**src/rtl/cr16_pkg.sv**
```systemverilog
// Shared encodings for the CR16 ALU controller: ALU opcodes, PSR bit indices,
// instruction fields and FSM states. CR16_CMP_EN enables the CMP/CMPI opext.
package cr16_pkg;

  localparam logic [3:0] ALU_ADD  = 4'd0;
  localparam logic [3:0] ALU_ADDU = 4'd1;
  localparam logic [3:0] ALU_ADDC = 4'd2;
  localparam logic [3:0] ALU_SUB  = 4'd4;
  localparam logic [3:0] ALU_AND  = 4'd6;
  localparam logic [3:0] ALU_OR   = 4'd7;
  localparam logic [3:0] ALU_XOR  = 4'd8;
  localparam logic [3:0] ALU_LSH  = 4'd10;
  localparam logic [3:0] ALU_RSH  = 4'd11;

  localparam int unsigned PSR_C = 0;
  localparam int unsigned PSR_L = 1;
  localparam int unsigned PSR_F = 2;
  localparam int unsigned PSR_Z = 3;
  localparam int unsigned PSR_N = 4;

  localparam logic [3:0] OP_REG   = 4'b0000;
  localparam logic [3:0] OP_SHIFT = 4'b1000;

  localparam logic [3:0] EXT_AND  = 4'b0001;
  localparam logic [3:0] EXT_OR   = 4'b0010;
  localparam logic [3:0] EXT_XOR  = 4'b0011;
  localparam logic [3:0] EXT_ADD  = 4'b0101;
  localparam logic [3:0] EXT_ADDU = 4'b0110;
  localparam logic [3:0] EXT_ADDC = 4'b0111;
  localparam logic [3:0] EXT_SUB  = 4'b1001;
  localparam logic [3:0] EXT_CMP  = 4'b1011;

  typedef enum logic [2:0] {
    ST_IDLE,
    ST_DECODE,
    ST_EXEC,
    ST_WB,
    ST_ILL
  } state_t;

  typedef struct packed {
    logic       legal;
    logic [3:0] alu_op;
    logic       sign_ext;
    logic       is_cmp;
  } ext_map_t;

  // Register and immediate forms share the opext code space, so one table serves both.
  function automatic ext_map_t map_ext(input logic [3:0] ext);
    ext_map_t m;
    m       = '0;
    m.legal = 1'b1;
    case (ext)
      EXT_AND:  m.alu_op = ALU_AND;
      EXT_OR:   m.alu_op = ALU_OR;
      EXT_XOR:  m.alu_op = ALU_XOR;
      EXT_ADDU: m.alu_op = ALU_ADDU;
      EXT_ADD: begin
        m.alu_op   = ALU_ADD;
        m.sign_ext = 1'b1;
      end
      EXT_ADDC: begin
        m.alu_op   = ALU_ADDC;
        m.sign_ext = 1'b1;
      end
      EXT_SUB: begin
        m.alu_op   = ALU_SUB;
        m.sign_ext = 1'b1;
      end
      EXT_CMP: begin
`ifdef CR16_CMP_EN
        m.alu_op   = ALU_SUB;
        m.sign_ext = 1'b1;
        m.is_cmp   = 1'b1;
`else
        m.legal    = 1'b0;
`endif
      end
      default: m.legal = 1'b0;
    endcase
    return m;
  endfunction

endpackage

```
**src/rtl/cr16_instr_decode.sv**
```systemverilog
// Combinational CR16 instruction decoder: ALU opcode plus operand-mux and
// write-back controls. CMP/CMPI legality follows CR16_CMP_EN.
module cr16_instr_decode
  import cr16_pkg::*;
(
  input  logic [15:0] i_instr,
  output logic [3:0]  o_alu_op,
  output logic        o_use_imm,
  output logic        o_sign_ext,
  output logic        o_swap_ab,
  output logic        o_wb_en,
  output logic        o_illegal
);

  logic [3:0] w_op;
  ext_map_t   w_map;

  assign w_op  = i_instr[15:12];
  assign w_map = map_ext((w_op == OP_REG) ? i_instr[7:4] : w_op);

  always_comb begin
    o_alu_op   = '0;
    o_use_imm  = 1'b0;
    o_sign_ext = 1'b0;
    o_swap_ab  = 1'b0;
    o_wb_en    = 1'b0;
    o_illegal  = 1'b1;
    if (w_op == OP_SHIFT) begin
      if (i_instr[7:5] == 3'b000) begin
        o_alu_op  = i_instr[4] ? ALU_RSH : ALU_LSH;
        o_use_imm = 1'b1;
        o_swap_ab = 1'b1;
        o_wb_en   = 1'b1;
        o_illegal = 1'b0;
      end
    end else if (w_map.legal) begin
      o_alu_op   = w_map.alu_op;
      o_use_imm  = (w_op != OP_REG);
      o_sign_ext = w_map.sign_ext;
      o_wb_en    = !w_map.is_cmp;
      o_illegal  = 1'b0;
    end
  end

endmodule

```
**src/rtl/cr16_alu_ctrl.sv**
```systemverilog
// CR16 ALU initiator: accepts an instruction, reads operands, drives the ALU
// for one cycle, writes back and updates the PSR. Optional macro: CR16_CMP_EN.
module cr16_alu_ctrl
  import cr16_pkg::*;
#(
  parameter int unsigned P_WIDTH = 16
) (
  input  logic               I_CLK,
  input  logic               I_RESET,
  input  logic               I_INSTR_VALID,
  output logic               O_INSTR_READY,
  input  logic [15:0]        I_INSTR,
  output logic [3:0]         O_RS_ADDR,
  output logic [3:0]         O_RD_ADDR,
  input  logic [P_WIDTH-1:0] I_RS_DATA,
  input  logic [P_WIDTH-1:0] I_RD_DATA,
  output logic               O_ALU_ENABLE,
  output logic [3:0]         O_ALU_OPCODE,
  output logic [P_WIDTH-1:0] O_ALU_A,
  output logic [P_WIDTH-1:0] O_ALU_B,
  input  logic [P_WIDTH-1:0] I_ALU_C,
  input  logic [4:0]         I_ALU_STATUS,
  output logic               O_WB_EN,
  output logic [3:0]         O_WB_ADDR,
  output logic [P_WIDTH-1:0] O_WB_DATA,
  output logic [4:0]         O_PSR,
  output logic               O_ILLEGAL
);

  state_t             r_state;
  logic               r_ready;
  logic [15:0]        r_instr;
  logic [3:0]         r_rs_addr;
  logic [3:0]         r_rd_addr;
  logic               r_alu_en;
  logic [3:0]         r_alu_op;
  logic [P_WIDTH-1:0] r_alu_a;
  logic [P_WIDTH-1:0] r_alu_b;
  logic               r_wb_req;
  logic               r_wb_en;
  logic [3:0]         r_wb_addr;
  logic [4:0]         r_psr;
  logic               r_illegal;

  logic [3:0]         w_alu_op;
  logic               w_use_imm;
  logic               w_sign_ext;
  logic               w_swap_ab;
  logic               w_wb_en;
  logic               w_illegal;
  logic [7:0]         w_imm8;
  logic [P_WIDTH-1:0] w_imm_ext;
  logic [P_WIDTH-1:0] w_shamt;
  logic [P_WIDTH-1:0] w_a;
  logic [P_WIDTH-1:0] w_b;
  logic [4:0]         w_psr_next;

  cr16_instr_decode u_decode (
    .i_instr    (r_instr),
    .o_alu_op   (w_alu_op),
    .o_use_imm  (w_use_imm),
    .o_sign_ext (w_sign_ext),
    .o_swap_ab  (w_swap_ab),
    .o_wb_en    (w_wb_en),
    .o_illegal  (w_illegal)
  );

  assign w_imm8    = r_instr[7:0];
  assign w_imm_ext = w_sign_ext ? {{(P_WIDTH-8){w_imm8[7]}}, w_imm8}
                                : {{(P_WIDTH-8){1'b0}}, w_imm8};
  assign w_shamt   = {{(P_WIDTH-4){1'b0}}, r_instr[3:0]};

  // Shifts operate on Rdest, so the operand roles flip relative to ALU ops.
  always_comb begin
    w_a = '0;
    w_b = '0;
    if (w_swap_ab) begin
      w_a = I_RD_DATA;
      w_b = w_shamt;
    end else begin
      w_a = w_use_imm ? w_imm_ext : I_RS_DATA;
      w_b = I_RD_DATA;
    end
  end

  assign w_psr_next[PSR_C] = I_ALU_STATUS[PSR_C];
  assign w_psr_next[PSR_L] = I_ALU_STATUS[PSR_L];
  assign w_psr_next[PSR_F] = I_ALU_STATUS[PSR_F];
  assign w_psr_next[PSR_Z] = I_ALU_STATUS[PSR_Z];
  assign w_psr_next[PSR_N] = I_ALU_STATUS[PSR_N];

  always_ff @(posedge I_CLK) begin
    if (I_RESET) begin
      r_state   <= ST_IDLE;
      r_ready   <= 1'b1;
      r_instr   <= '0;
      r_rs_addr <= '0;
      r_rd_addr <= '0;
      r_alu_en  <= 1'b0;
      r_alu_op  <= '0;
      r_alu_a   <= '0;
      r_alu_b   <= '0;
      r_wb_req  <= 1'b0;
      r_wb_en   <= 1'b0;
      r_wb_addr <= '0;
      r_psr     <= '0;
      r_illegal <= 1'b0;
    end else begin
      r_alu_en  <= 1'b0;
      r_wb_en   <= 1'b0;
      r_illegal <= 1'b0;
      case (r_state)
        ST_IDLE: begin
          if (I_INSTR_VALID && r_ready) begin
            r_instr   <= I_INSTR;
            r_rs_addr <= I_INSTR[3:0];
            r_rd_addr <= I_INSTR[11:8];
            r_ready   <= 1'b0;
            r_state   <= ST_DECODE;
          end
        end
        ST_DECODE: begin
          r_rs_addr <= '0;
          r_rd_addr <= '0;
          if (w_illegal) begin
            r_illegal <= 1'b1;
            r_state   <= ST_ILL;
          end else begin
            r_alu_en <= 1'b1;
            r_alu_op <= w_alu_op;
            r_alu_a  <= w_a;
            r_alu_b  <= w_b;
            r_wb_req <= w_wb_en;
            r_state  <= ST_EXEC;
          end
        end
        ST_EXEC: begin
          r_alu_op  <= '0;
          r_alu_a   <= '0;
          r_alu_b   <= '0;
          r_wb_en   <= r_wb_req;
          r_wb_addr <= r_wb_req ? r_instr[11:8] : '0;
          r_state   <= ST_WB;
        end
        ST_WB: begin
          r_psr     <= w_psr_next;
          r_wb_addr <= '0;
          r_wb_req  <= 1'b0;
          r_ready   <= 1'b1;
          r_state   <= ST_IDLE;
        end
        ST_ILL: begin
          r_ready <= 1'b1;
          r_state <= ST_IDLE;
        end
        default: begin
          r_ready <= 1'b1;
          r_state <= ST_IDLE;
        end
      endcase
    end
  end

  assign O_INSTR_READY = r_ready;
  assign O_RS_ADDR     = r_rs_addr;
  assign O_RD_ADDR     = r_rd_addr;
  assign O_ALU_ENABLE  = r_alu_en;
  assign O_ALU_OPCODE  = r_alu_op;
  assign O_ALU_A       = r_alu_a;
  assign O_ALU_B       = r_alu_b;
  assign O_WB_EN       = r_wb_en;
  assign O_WB_ADDR     = r_wb_addr;
  // The ALU result only arrives in the WB cycle, so write data is gated, not registered.
  assign O_WB_DATA     = r_wb_en ? I_ALU_C : '0;
  assign O_PSR         = r_psr;
  assign O_ILLEGAL     = r_illegal;

endmodule
```
**config.mk**
```make
export PLATFORM = sky130hd
export DESIGN_NAME = cr16_alu_ctrl
export DESIGN_NICKNAME = d
export VERILOG_FILES = /design/src/rtl/cr16_pkg.sv /design/src/rtl/cr16_instr_decode.sv /design/src/rtl/cr16_alu_ctrl.sv
export SDC_FILE = /design/constraint.sdc
export NUM_CORES = 1
export LEC_CHECK = 0
export BUFFER_PORTS_ARGS = -buffer_cell sky130_fd_sc_hd__clkbuf_2
export CELL_PAD_IN_SITES_DETAIL_PLACEMENT = 1
export CELL_PAD_IN_SITES_GLOBAL_PLACEMENT = 1
export CORE_AREA = 3 3 106 108
export CTS_BUF_LIST = sky130_fd_sc_hd__clkbuf_16
export DETAILED_ROUTE_END_ITERATION = 12
export DIE_AREA = 0 0 109 111
export GPL_ROUTABILITY_DRIVEN = 0
export PLACE_DENSITY = 0.8
export SYNTH_ARGS = -nofsm -noshare
export SYNTH_HDL_FRONTEND = slang
export SYNTH_SLANG_ARGS = --single-unit
```
**constraint.sdc**
```tcl
create_clock -name I_CLK -period 2.6 [get_ports I_CLK]
set_input_delay 0.78 -clock I_CLK [delete_from_list [all_inputs] [get_ports I_CLK]]
set_output_delay 0.78 -clock I_CLK [all_outputs]
set_load 0.05 [all_outputs]
```
==> metrics.md <==
| Metric | Value |
|---|---|
| Final #Nets | `621` |
| Final WL | `12650 um` |
| Post-Syn Area | `3598 um^2` |
| HP Class | `flop to flop` |
| Max FO, Critical Path | `18` |
| Setup bufs post-CTS | `0` |
| Min Tclk post-route | `2.501 ns` |
| R2r setup slk | `0.1 ns` |
| Area grow syn2layout | `31.64%` |
| Worst Path Arrival | `2.75 ns` |
| DRT antenna net count | `0` |
| Initial DRC count | `180` |
| Via Count | `3697` |
| Mapped Nets | `488` |
| Initial Util | `34.86%` |
| Tot GR Track Use | `20.82%` |
| Post-synth top flop | `dfxtp_1` |
| Ys Warns | `0` |
| Vias in the first global route | `3943` |
| WL per Instance | `18.34 um` |
| ANT cells | `0` |
| Crit end category | `flop` |
| Die area | `12100 um^2` |
| Post-synth EDFFs | `0` |
| Worst EP required | `2.85 ns` |
| Core Area | `10320 um^2` |
| I/O Buffers | `144` |
| Share of cells above drive strength 1 | `36.82%` |
| Die Ht | `111 um` |
| Max Fclk | `0.3999 GHz` |
| Setup violators final | `0` |
| Pwr Density | `668.6 nW/um^2` |
| Die Span X | `109 um` |
| Post-CTS sizing | `0` |
| Seq/Total Area, Yosys | `42.84%` |
| Clk pin slew, worst setup/hold paths | `0.06 ns` |
| Rows | `37` |
| Period utilization | `96.17%` |
| CTS tree | `yes` |
| H-tree depth | `3` |
| First-pass iteration count of the detailed router | `4` |
| Max cap viols | `0` |
| CP Class | `flop to flop` |
| Initial antenna violation count | `0` |
| Total CTS buffers | `9` |
| Placed insts | `674` |
| Worst-margin pin slew | `0.8337 ns` |
| Ports | `145` |
| Synth Instances | `416` |
| P_leak | `2.092 nW` |
| Most common cell after layout, fill and taps aside | `clkbuf_2` |
| WHS | `0.4634 ns` |
| Avg Inst Size Synth | `8.650 um^2` |
| Drt drc | `0` |
| Fillers | `1285` |
| GRT overflow | `0` |
| Final std cells w/o fill | `690` |
| CTS root buf | `clkbuf_16` |
| CTS Hold Bufs | `0` |
| Max VDD drop | `254.6 uV` |
| First-pass GRT wire length | `19990 um` |
| DR vias/cell | `5.358` |
| HPWL after DPL | `9372 um` |
| Most frequent cells in the layout | `clkbuf_2, dfxtp_1, nand2_1` |
| Setup_tns | `0 ns` |
| Unique masters post-synth | `45` |
| Clock sink total | `77` |
| Register bit total from synthesis | `77` |
| Clk_skew | `0.004898 ns` |
| Worst slew margin relative to its limit | `42.98%` |
| Fin. Hold Viols | `0` |
| Worst-Skew Late Latency | `0.34 ns` |
| Ys async rst share | `0%` |
| Total power draw | `3.167 mW` |
| Max-slew violation count | `0` |
| Clock Tree Buf Depth | `2` |
| Core Util, Final | `45.89%` |
| Pin count of the biggest net entering global routing | `39` |
| RSZ-0062 raised after global routing | `false` |
| Critical Path Start Type | `flop` |
| Status | `finished clean` |
[worst paths after layout]
path | to | from | depth (start not counted)
setup / recovery | O_ALU_A[2]$_SDFFE_PP0P_ | r_instr[13]$_SDFFE_PP0P_ | 6
hold / removal | O_RS_ADDR[1]$_SDFFE_PP0P_ | O_RS_ADDR[1]$_SDFFE_PP0P_ | 2
setup reg to reg | O_ALU_A[2]$_SDFFE_PP0P_ | r_instr[13]$_SDFFE_PP0P_ | 6
hold reg to reg | O_RS_ADDR[1]$_SDFFE_PP0P_ | O_RS_ADDR[1]$_SDFFE_PP0P_ | 2
[Yosys cell counts, types with 2 or more instances]
master	n	area, um^2
dfxtp_1	77	1541
nand2_1	51	191.4
a21oi_1	46	230.2
clkbuf_1	35	131.4
nor2_1	35	131.4
nand3b_1	19	142.6
and2_1	16	100.1
nand4_1	12	75.07
o21ai_0	10	50.05
o21ai_1	10	50.05
o22ai_2	9	112.6
a211o_1	8	70.07
o32ai_2	8	130.1
o211ai_1	6	45.04
a22oi_1	5	37.54
mux2_1	5	56.30
mux2i_1	5	50.05
a2bb2oi_1	4	35.03
a311oi_1	4	35.03
inv_1	4	15.01
nand2b_1	4	25.02
nor3b_1	4	30.03
nor4_1	4	25.02
mux2_2	3	33.78
or3_1	3	18.77
a2111oi_0	2	17.52
a21o_1	2	15.01
a31o_2	2	17.52
a31oi_1	2	12.51
buf_4	2	15.01
buf_6	2	22.52
nor4b_1	2	17.52
o31a_1	2	17.52
or3b_1	2	17.52
[state kept, by name (all words and copies together) (netlist names)]
| name | count |
|---|---|
| O_ALU_A | 16 |
| O_ALU_B | 16 |
| O_ALU_ENABLE | 1 |
| O_ALU_OPCODE | 4 |
| O_ILLEGAL | 1 |
| O_INSTR_READY | 1 |
| O_PSR | 5 |
| O_RD_ADDR | 4 |
| O_RS_ADDR | 4 |
| O_WB_ADDR | 4 |
| O_WB_EN | 1 |
| r_instr | 16 |
| r_state | 3 |
| r_wb_req | 1 |
[through the flow]
| step | area, um^2 | setup slack [ns] |
|---|---|---|
| after floorplan | 3598 | 0.2366 |
| after global placement | 4478 | 0.2376 |
| after detailed placement | 4478 | 0.1096 |
| after CTS | 4737 | 0.09492 |
| after global routing | 4737 | 0.05673 |
| final | 4737 | 0.09950 |
[routing by layer]
layer	part of all wire [%]	up-vias	global-route usage, %
met3	4.6	23	2.679
li1	-	1766	-
met5	0	-	0
met4	2.5	0	9.596
met1	42	1801	24.62
met2	51	107	36.61
[layout make-up]
type / instances / area (um^2) / share of cell area [%]
tap: 136 / 170.2 / 3.592
multi-input combinational: 294 / 1879 / 39.67
sequential: 77 / 1541 / 32.54
clock buffer: 9 / 225.2 / 4.754
clock inverter: 7 / 33.78 / 0.7132
timing repair buffer: 162 / 868.3 / 18.33
inverter: 5 / 18.77 / 0.3962
[cells by family (layout without fill, tap and decap cells)]
group                  Yosys count  in the layout  share of synthesized area [%]
DFF                             77             77                          42.84
and+or+nand+nor                157            157                          22.71
buffers and inverters           45            183                          5.320
AOI/OAI and AO/OA              124            124                          25.24
muxes                           13             13                          3.894
[where the power goes]
group	switching (mW)	internal, mW
Combinational	0.501	0.249
Clock	0.478	0.630
Sequential	0.0600	1.25
[worst max-delay path, cell delays in order (launching register included)]
cell     delay, ns
dfxtp_1       0.31
or4b_4        0.56
or4_1         0.47
a21o_1        0.20
or3_1         0.32
buf_4         0.25
o32ai_2       0.30
No activity file was read; power rests on OpenSTA's default activity.
